<file path="src/rtl/xor_acc_pkg.sv">
`default_nettype none
// ============================================================================
// Module      : xor_acc_pkg
// Description : Shared definitions for the XOR block-checksum accumulator.
//               Holds the FSM state encoding used by m_xor_acc and its bench.
// Contents    : state_e - ACCUM (collecting words) / HOLD (presenting result)
// Revision    : 1.0 - initial release
// ============================================================================
package xor_acc_pkg;

  typedef enum logic {
    ACCUM = 1'b0,
    HOLD  = 1'b1
  } state_e;

endpackage : xor_acc_pkg
`default_nettype wire

</file>
<file path="src/rtl/m_xor_word.sv">
`default_nettype none
// ============================================================================
// Module      : m_xor_word
// Description : Combinational bitwise XOR of two WIDTH-bit words.
// Ports       : i_a   [WIDTH-1:0] - first operand
//               i_b   [WIDTH-1:0] - second operand
//               o_out [WIDTH-1:0] - i_a ^ i_b
// Revision    : 1.0 - initial release
// ============================================================================
module m_xor_word #(
  parameter int WIDTH = 16
) (
  input  logic [WIDTH-1:0] i_a,
  input  logic [WIDTH-1:0] i_b,
  output logic [WIDTH-1:0] o_out
);

  assign o_out = i_a ^ i_b;

endmodule : m_xor_word
`default_nettype wire

</file>
<file path="src/rtl/m_xor_acc.sv">
`default_nettype none
// ============================================================================
// Module      : m_xor_acc
// Description : Folds a stream of words into a bitwise-XOR checksum per block.
//               A block ends after BLOCK_LEN words or on a word flagged with
//               i_last; the result is then held until downstream takes it.
// Ports       : i_clk      - clock, rising edge
//               i_rst_n    - synchronous active-low reset
//               i_clear    - synchronous abort of the current block/result
//               i_valid    - upstream word valid
//               o_ready    - a word is accepted this cycle when i_valid=1
//               i_data     - upstream word [WIDTH-1:0]
//               i_last     - accepted word closes a short block
//               o_valid    - result valid (HOLD state)
//               i_ready    - downstream takes the result
//               o_sum      - running / final XOR of the block [WIDTH-1:0]
//               o_parity   - XOR-reduction of o_sum
//               o_count    - running / final word count [CNT_W-1:0]
// Revision    : 1.0 - initial release
// ============================================================================
module m_xor_acc
  import xor_acc_pkg::*;
#(
  parameter int WIDTH     = 16,
  parameter int BLOCK_LEN = 8,
  parameter int CNT_W     = $clog2(BLOCK_LEN + 1)
) (
  input  logic             i_clk,
  input  logic             i_rst_n,
  input  logic             i_clear,
  input  logic             i_valid,
  output logic             o_ready,
  input  logic [WIDTH-1:0] i_data,
  input  logic             i_last,
  output logic             o_valid,
  input  logic             i_ready,
  output logic [WIDTH-1:0] o_sum,
  output logic             o_parity,
  output logic [CNT_W-1:0] o_count
);

  localparam logic [CNT_W-1:0] c_block_len = CNT_W'(BLOCK_LEN);

  state_e           r_state;
  logic [WIDTH-1:0] r_acc;
  logic [CNT_W-1:0] r_cnt;

  state_e           w_state_nxt;
  logic [WIDTH-1:0] w_acc_nxt;
  logic [CNT_W-1:0] w_cnt_nxt;
  logic [WIDTH-1:0] w_acc_xor;
  logic [CNT_W-1:0] w_cnt_inc;
  logic             w_accept;

  m_xor_word #(
    .WIDTH (WIDTH)
  ) u_xor_word (
    .i_a   (r_acc),
    .i_b   (i_data),
    .o_out (w_acc_xor)
  );

  assign w_cnt_inc = r_cnt + CNT_W'(1);
  assign o_ready   = (r_state == ACCUM) && !i_clear;
  assign w_accept  = i_valid && o_ready;

  // Next-state logic. The clear branch sits above the state decode so it
  // also drops a pending result and any word offered in the same cycle.
  always_comb begin
    w_state_nxt = r_state;
    w_acc_nxt   = r_acc;
    w_cnt_nxt   = r_cnt;
    if (i_clear) begin
      w_state_nxt = ACCUM;
      w_acc_nxt   = '0;
      w_cnt_nxt   = '0;
    end else begin
      case (r_state)
        ACCUM: begin
          if (w_accept) begin
            w_acc_nxt = w_acc_xor;
            w_cnt_nxt = w_cnt_inc;
            // A full block and i_last on the same word close one block.
            if ((w_cnt_inc == c_block_len) || i_last) begin
              w_state_nxt = HOLD;
            end
          end
        end
        HOLD: begin
          if (i_ready) begin
            w_state_nxt = ACCUM;
            w_acc_nxt   = '0;
            w_cnt_nxt   = '0;
          end
        end
        default: begin
          w_state_nxt = ACCUM;
          w_acc_nxt   = '0;
          w_cnt_nxt   = '0;
        end
      endcase
    end
  end

  always_ff @(posedge i_clk) begin
    if (!i_rst_n) begin
      r_state <= ACCUM;
      r_acc   <= '0;
      r_cnt   <= '0;
    end else begin
      r_state <= w_state_nxt;
      r_acc   <= w_acc_nxt;
      r_cnt   <= w_cnt_nxt;
    end
  end

  // The accumulator doubles as the result register: in HOLD it is frozen.
  assign o_valid  = (r_state == HOLD);
  assign o_sum    = r_acc;
  assign o_count  = r_cnt;
  assign o_parity = ^r_acc;

endmodule : m_xor_acc
`default_nettype wire
</file>
<file path="config.mk">
export PLATFORM = sky130hd
export DESIGN_NAME = m_xor_acc
export DESIGN_NICKNAME = d
export VERILOG_FILES = /design/src/rtl/xor_acc_pkg.sv /design/src/rtl/m_xor_word.sv /design/src/rtl/m_xor_acc.sv
export SDC_FILE = /design/constraint.sdc
export NUM_CORES = 1
export LEC_CHECK = 0
export BUFFER_PORTS_ARGS = -buffer_cell sky130_fd_sc_hd__buf_2
export CAP_MARGIN = 5
export CORE_ASPECT_RATIO = 0.6
export CORE_MARGIN = 5
export CORE_UTILIZATION = 45
export DETAILED_ROUTE_END_ITERATION = 10
export HOLD_SLACK_MARGIN = 0.06
export PLACE_DENSITY_LB_ADDON = 0.08
export SETUP_SLACK_MARGIN = 0.02
export SLEW_MARGIN = 30
export SYNTH_ARGS = -nofsm -noshare
export SYNTH_HDL_FRONTEND = slang
export SYNTH_HIERARCHICAL = 1
export SYNTH_SLANG_ARGS = --single-unit
</file>
<file path="constraint.sdc">
create_clock -name i_clk -period 2.2 [get_ports i_clk]
set_input_delay 0.11 -clock i_clk [delete_from_list [all_inputs] [get_ports i_clk]]
set_output_delay 0.11 -clock i_clk [all_outputs]
set_load 0.01 [all_outputs]
</file>
==> results.txt <==
From synthesis to final layout, the design area changed by 26.5%. The initial utilization of the core area, before any placement, comes to 48.5%. The first global-routing pass estimated 3920 µm of wire. On the final layout, the worst clock skew is 0.00768 ns.

The count of buffers added on input and output ports is 44. The highest achievable clock rate is 0.613 GHz, and the clock transition at the registers of the reported paths is 0.08 ns. The most critical setup path has its endpoint at o_count[3]. Sequential cells were found to cover 39.2% of the synthesized design area. The total setup violations reported at the end of the flow came out at 0. The dominant cell type by area after synthesis was sky130_fd_sc_hd__dfxtp_1.

Measured against its own limit, the worst slew margin works out to 45.6%. By area the synthesized netlist is led by sky130_fd_sc_hd__dfxtp_1 (39%), sky130_fd_sc_hd__xor2_1 (14%), sky130_fd_sc_hd__xnor2_1 (12%). Clock tree synthesis found a total of 21 sinks. The chip height was 47.8 µm.

The tools report the number of nets at the end of the flow as 183. The tools report the largest vdd supply drop as 0.389 mV. TritonCTS built the clock tree. The number of cells on the worst reg-to-reg path is 4. Entering global routing, the biggest net connects 25 pins.

The number of violations reported at the end of detailed-routing iteration 0 is 62, and the DRC violation count after routing is 0. In this run, synthesis produced a sequential element count of 21. For this run, the number of Yosys warnings is 6. The number of pins exceeding their max-slew limit in the final report came out at 0. The minimum setup slack after placement came out at 0.586 ns. After detailed routing, the number of vias per cell comes to 5.14.

In this run the worst setup path begins at o_valid. For this run, the total global-route usage over all layers was measured as 15.2%. At the end of the flow the core is filled with cells to 61.3%.

Routability-driven placement finished with a final weighted congestion of 0.767. The tools report the post-CTS setup repair buffer count as 0. After clock tree synthesis, the flow added hold-fix buffers numbering 0.

The clock buffer count from CTS came out at 3. The final hold violation count was 0; the largest fanout on the critical path was 19. The total via count after detailed routing was 971. Leaving out fill and tap cells, the most frequent cell in the layout is sky130_fd_sc_hd__buf_2. The analysis attributes to cell leakage a power of 0.610 nW.

The setup path with the least slack is of type reg -> reg. Clock latency on the worst-skew pair, taken at its later pin, is 0.27 ns. Dividing the detail-routed wire length by the instance count gives 13.2 µm. The tightest min-delay check is of the in -> reg type.

The synthesized netlist contains 21 unique library cells. The routed design could run at a clock period as short as 1.63 ns. For the maximum root-to-sink buffer count, the log shows 2. At the worst endpoint, the required time is 2.38 ns. The tools report the post-synthesis net count as 139. The number of antenna violations at the first check in global routing is 0.

The number of gates resized after CTS was 0. The top cell types in the final layout, fill and taps aside, are sky130_fd_sc_hd__buf_2 (44), sky130_fd_sc_hd__nor2_1 (21), sky130_fd_sc_hd__dfxtp_1 (21), sky130_fd_sc_hd__xor2_1 (17), sky130_fd_sc_hd__a22oi_1 (17). The run finished with clean final reports.

Via count of the first global-routing pass: 907. The number of H-tree branching levels was 1. For this design the ratio of total power to cell area is 586 mW/mm². The number of antenna diodes in the final layout is 0. After floorplanning, the core was sized to cover 0.00221 mm². The die covers 0.00349 mm².

The tools report the startpoint of the worst register-to-register path as o_valid. In this run the horizontal extent of the chip is 73.0 µm. STA classifies the critical path startpoint as a flip-flop. The nature of the critical path endpoint is a flip-flop.

The tools report the root buffer cell as sky130_fd_sc_hd__clkbuf_8. 45 I/O pins were placed. The worst register-to-register path ends at o_count[3]. The post-route setup TNS was 0 ns; the number of max-cap violations was 0. Summing all flip-flop and latch instances after layout gives 420 µm².

The final critical path takes up 74.2% of the cycle. The residual antenna-violating net count after detailed routing was 0; the transition time at the pin with the least slew margin was 0.816 ns. For the worst setup path, the data arrival time is 1.81 ns. For the number of standard-cell rows in the floorplan, the log shows 13. Setup repair after global routing left no endpoint under its margin. The first TritonRoute pass finished after 4 iterations.

The portion of synthesized cell area occupied by the leading cell type came out at 39.2%. Cells with a size suffix above 1 make up 32.1% of the layout. On the final layout, the worst hold slack is 0.183 ns.

The cell area that synthesis handed to floorplanning was 0.00107 mm². After detailed routing, the total wire length is 2490 µm. The logs give 0 for the total congestion overflow and 1830 µm for the detailed placer's ending HPWL. The tools report the number of fill cells in the layout as 213.

In this run the register-to-register setup slack is 0.57 ns. Synthesis handed over a netlist of 116 instances. The average footprint of a synthesized cell is 9.24 µm², and the area of the multi-input gates is 622 µm².

The setup slack of the critical path after layout is 0.567 ns.
-- critical path, stage by stage (launching register included) --
cell	delay, ns
sky130_fd_sc_hd__dfxtp_1	0.50
sky130_fd_sc_hd__nor3b_4	0.09
sky130_fd_sc_hd__a21oi_2	0.61
sky130_fd_sc_hd__o21ai_0	0.20
sky130_fd_sc_hd__a21oi_1	0.15
-- layout make-up --
| type | instances | share of cell area [%] |
|---|---|---|
| clock buffers | 3 | 3.04 |
| flip-flops and latches | 21 | 31.0 |
| well taps | 30 | 2.77 |
| multi-input cells | 89 | 45.8 |
| clock inverters | 1 | 0.554 |
| repair buffers | 45 | 16.8 |
-- metal layers --
layer	part of all wire [%]	GRT usage, %	vias to the layer above
li1	-	-	484
met1	44	17.7	443
met2	47	27.7	36
met3	7.8	5.24	8
met4	1.2	3.31	0
met5	0	0	-
-- synthesized netlist by cell type --
library cell,n
sky130_fd_sc_hd__dfxtp_1,21
sky130_fd_sc_hd__nor2_1,21
sky130_fd_sc_hd__a22oi_1,17
sky130_fd_sc_hd__xor2_1,17
sky130_fd_sc_hd__xnor2_1,15
sky130_fd_sc_hd__a21oi_1,4
sky130_fd_sc_hd__buf_2,3
sky130_fd_sc_hd__o21ai_0,3
sky130_fd_sc_hd__clkbuf_1,2
sky130_fd_sc_hd__nand3_1,2
sky130_fd_sc_hd__a21oi_2,1
sky130_fd_sc_hd__and2_1,1
sky130_fd_sc_hd__and3b_1,1
sky130_fd_sc_hd__buf_4,1
sky130_fd_sc_hd__ha_1,1
sky130_fd_sc_hd__mux2i_1,1
sky130_fd_sc_hd__nand2_1,1
sky130_fd_sc_hd__nand2b_1,1
sky130_fd_sc_hd__nand4_1,1
sky130_fd_sc_hd__nor3b_4,1
sky130_fd_sc_hd__or3b_1,1
-- registers in the layout, indices dropped and copies added, names as in the netlist --
name / flops
o_valid: 1
o_sum: 16
o_count: 4
-- per-stage QoR --
stage,power [mW],instance area (µm²),instances
finish,0.794,1360,189
global placement,0.539,1310,185
detailed placement,0.542,1310,185
global route,0.831,1360,189
floorplan,0.492,1070,116
CTS,0.803,1360,189
-- worst min-delay path by stage --
| stage | start | to | slack, ns | cells after the start |
|---|---|---|---|---|
| 6_report | i_ready | o_valid | 0.18 | 4 |
| 5_1_grt | i_ready | o_valid | 0.19 | 4 |
| 4_1_cts | i_ready | o_valid | 0.18 | 4 |
| 3_5_place_dp | i_ready | o_valid | 0.46 | 4 |
| 3_3_place_gp | i_ready | o_valid | 0.46 | 4 |
| 2_1_floorplan | i_clear | o_ready | 0.26 | 1 |
-- power breakdown --
group	switching [mW]	total (mW)	internal, mW	leakage (nW)
sequential	0.0108	0.399	0.388	0.170
combinational	0.0672	0.133	0.0660	0.418
clock	0.134	0.262	0.128	0.0217
total	0.212	0.794	0.582	0.610
-- kinds of logic after synthesis --
| group | count (synthesis) | synth area share (%) |
|---|---|---|
| buffers and inverters | 6 | 2.80 |
| and+or+nand+nor | 30 | 13.8 |
| adders and majority gates | 1 | 1.17 |
| xor gates and xnor gates | 32 | 26.1 |
| muxes | 1 | 0.934 |
| DFF | 21 | 39.2 |
| AOI/OAI and AO/OA | 25 | 16.0 |
Power figures use the tool's default switching activity.
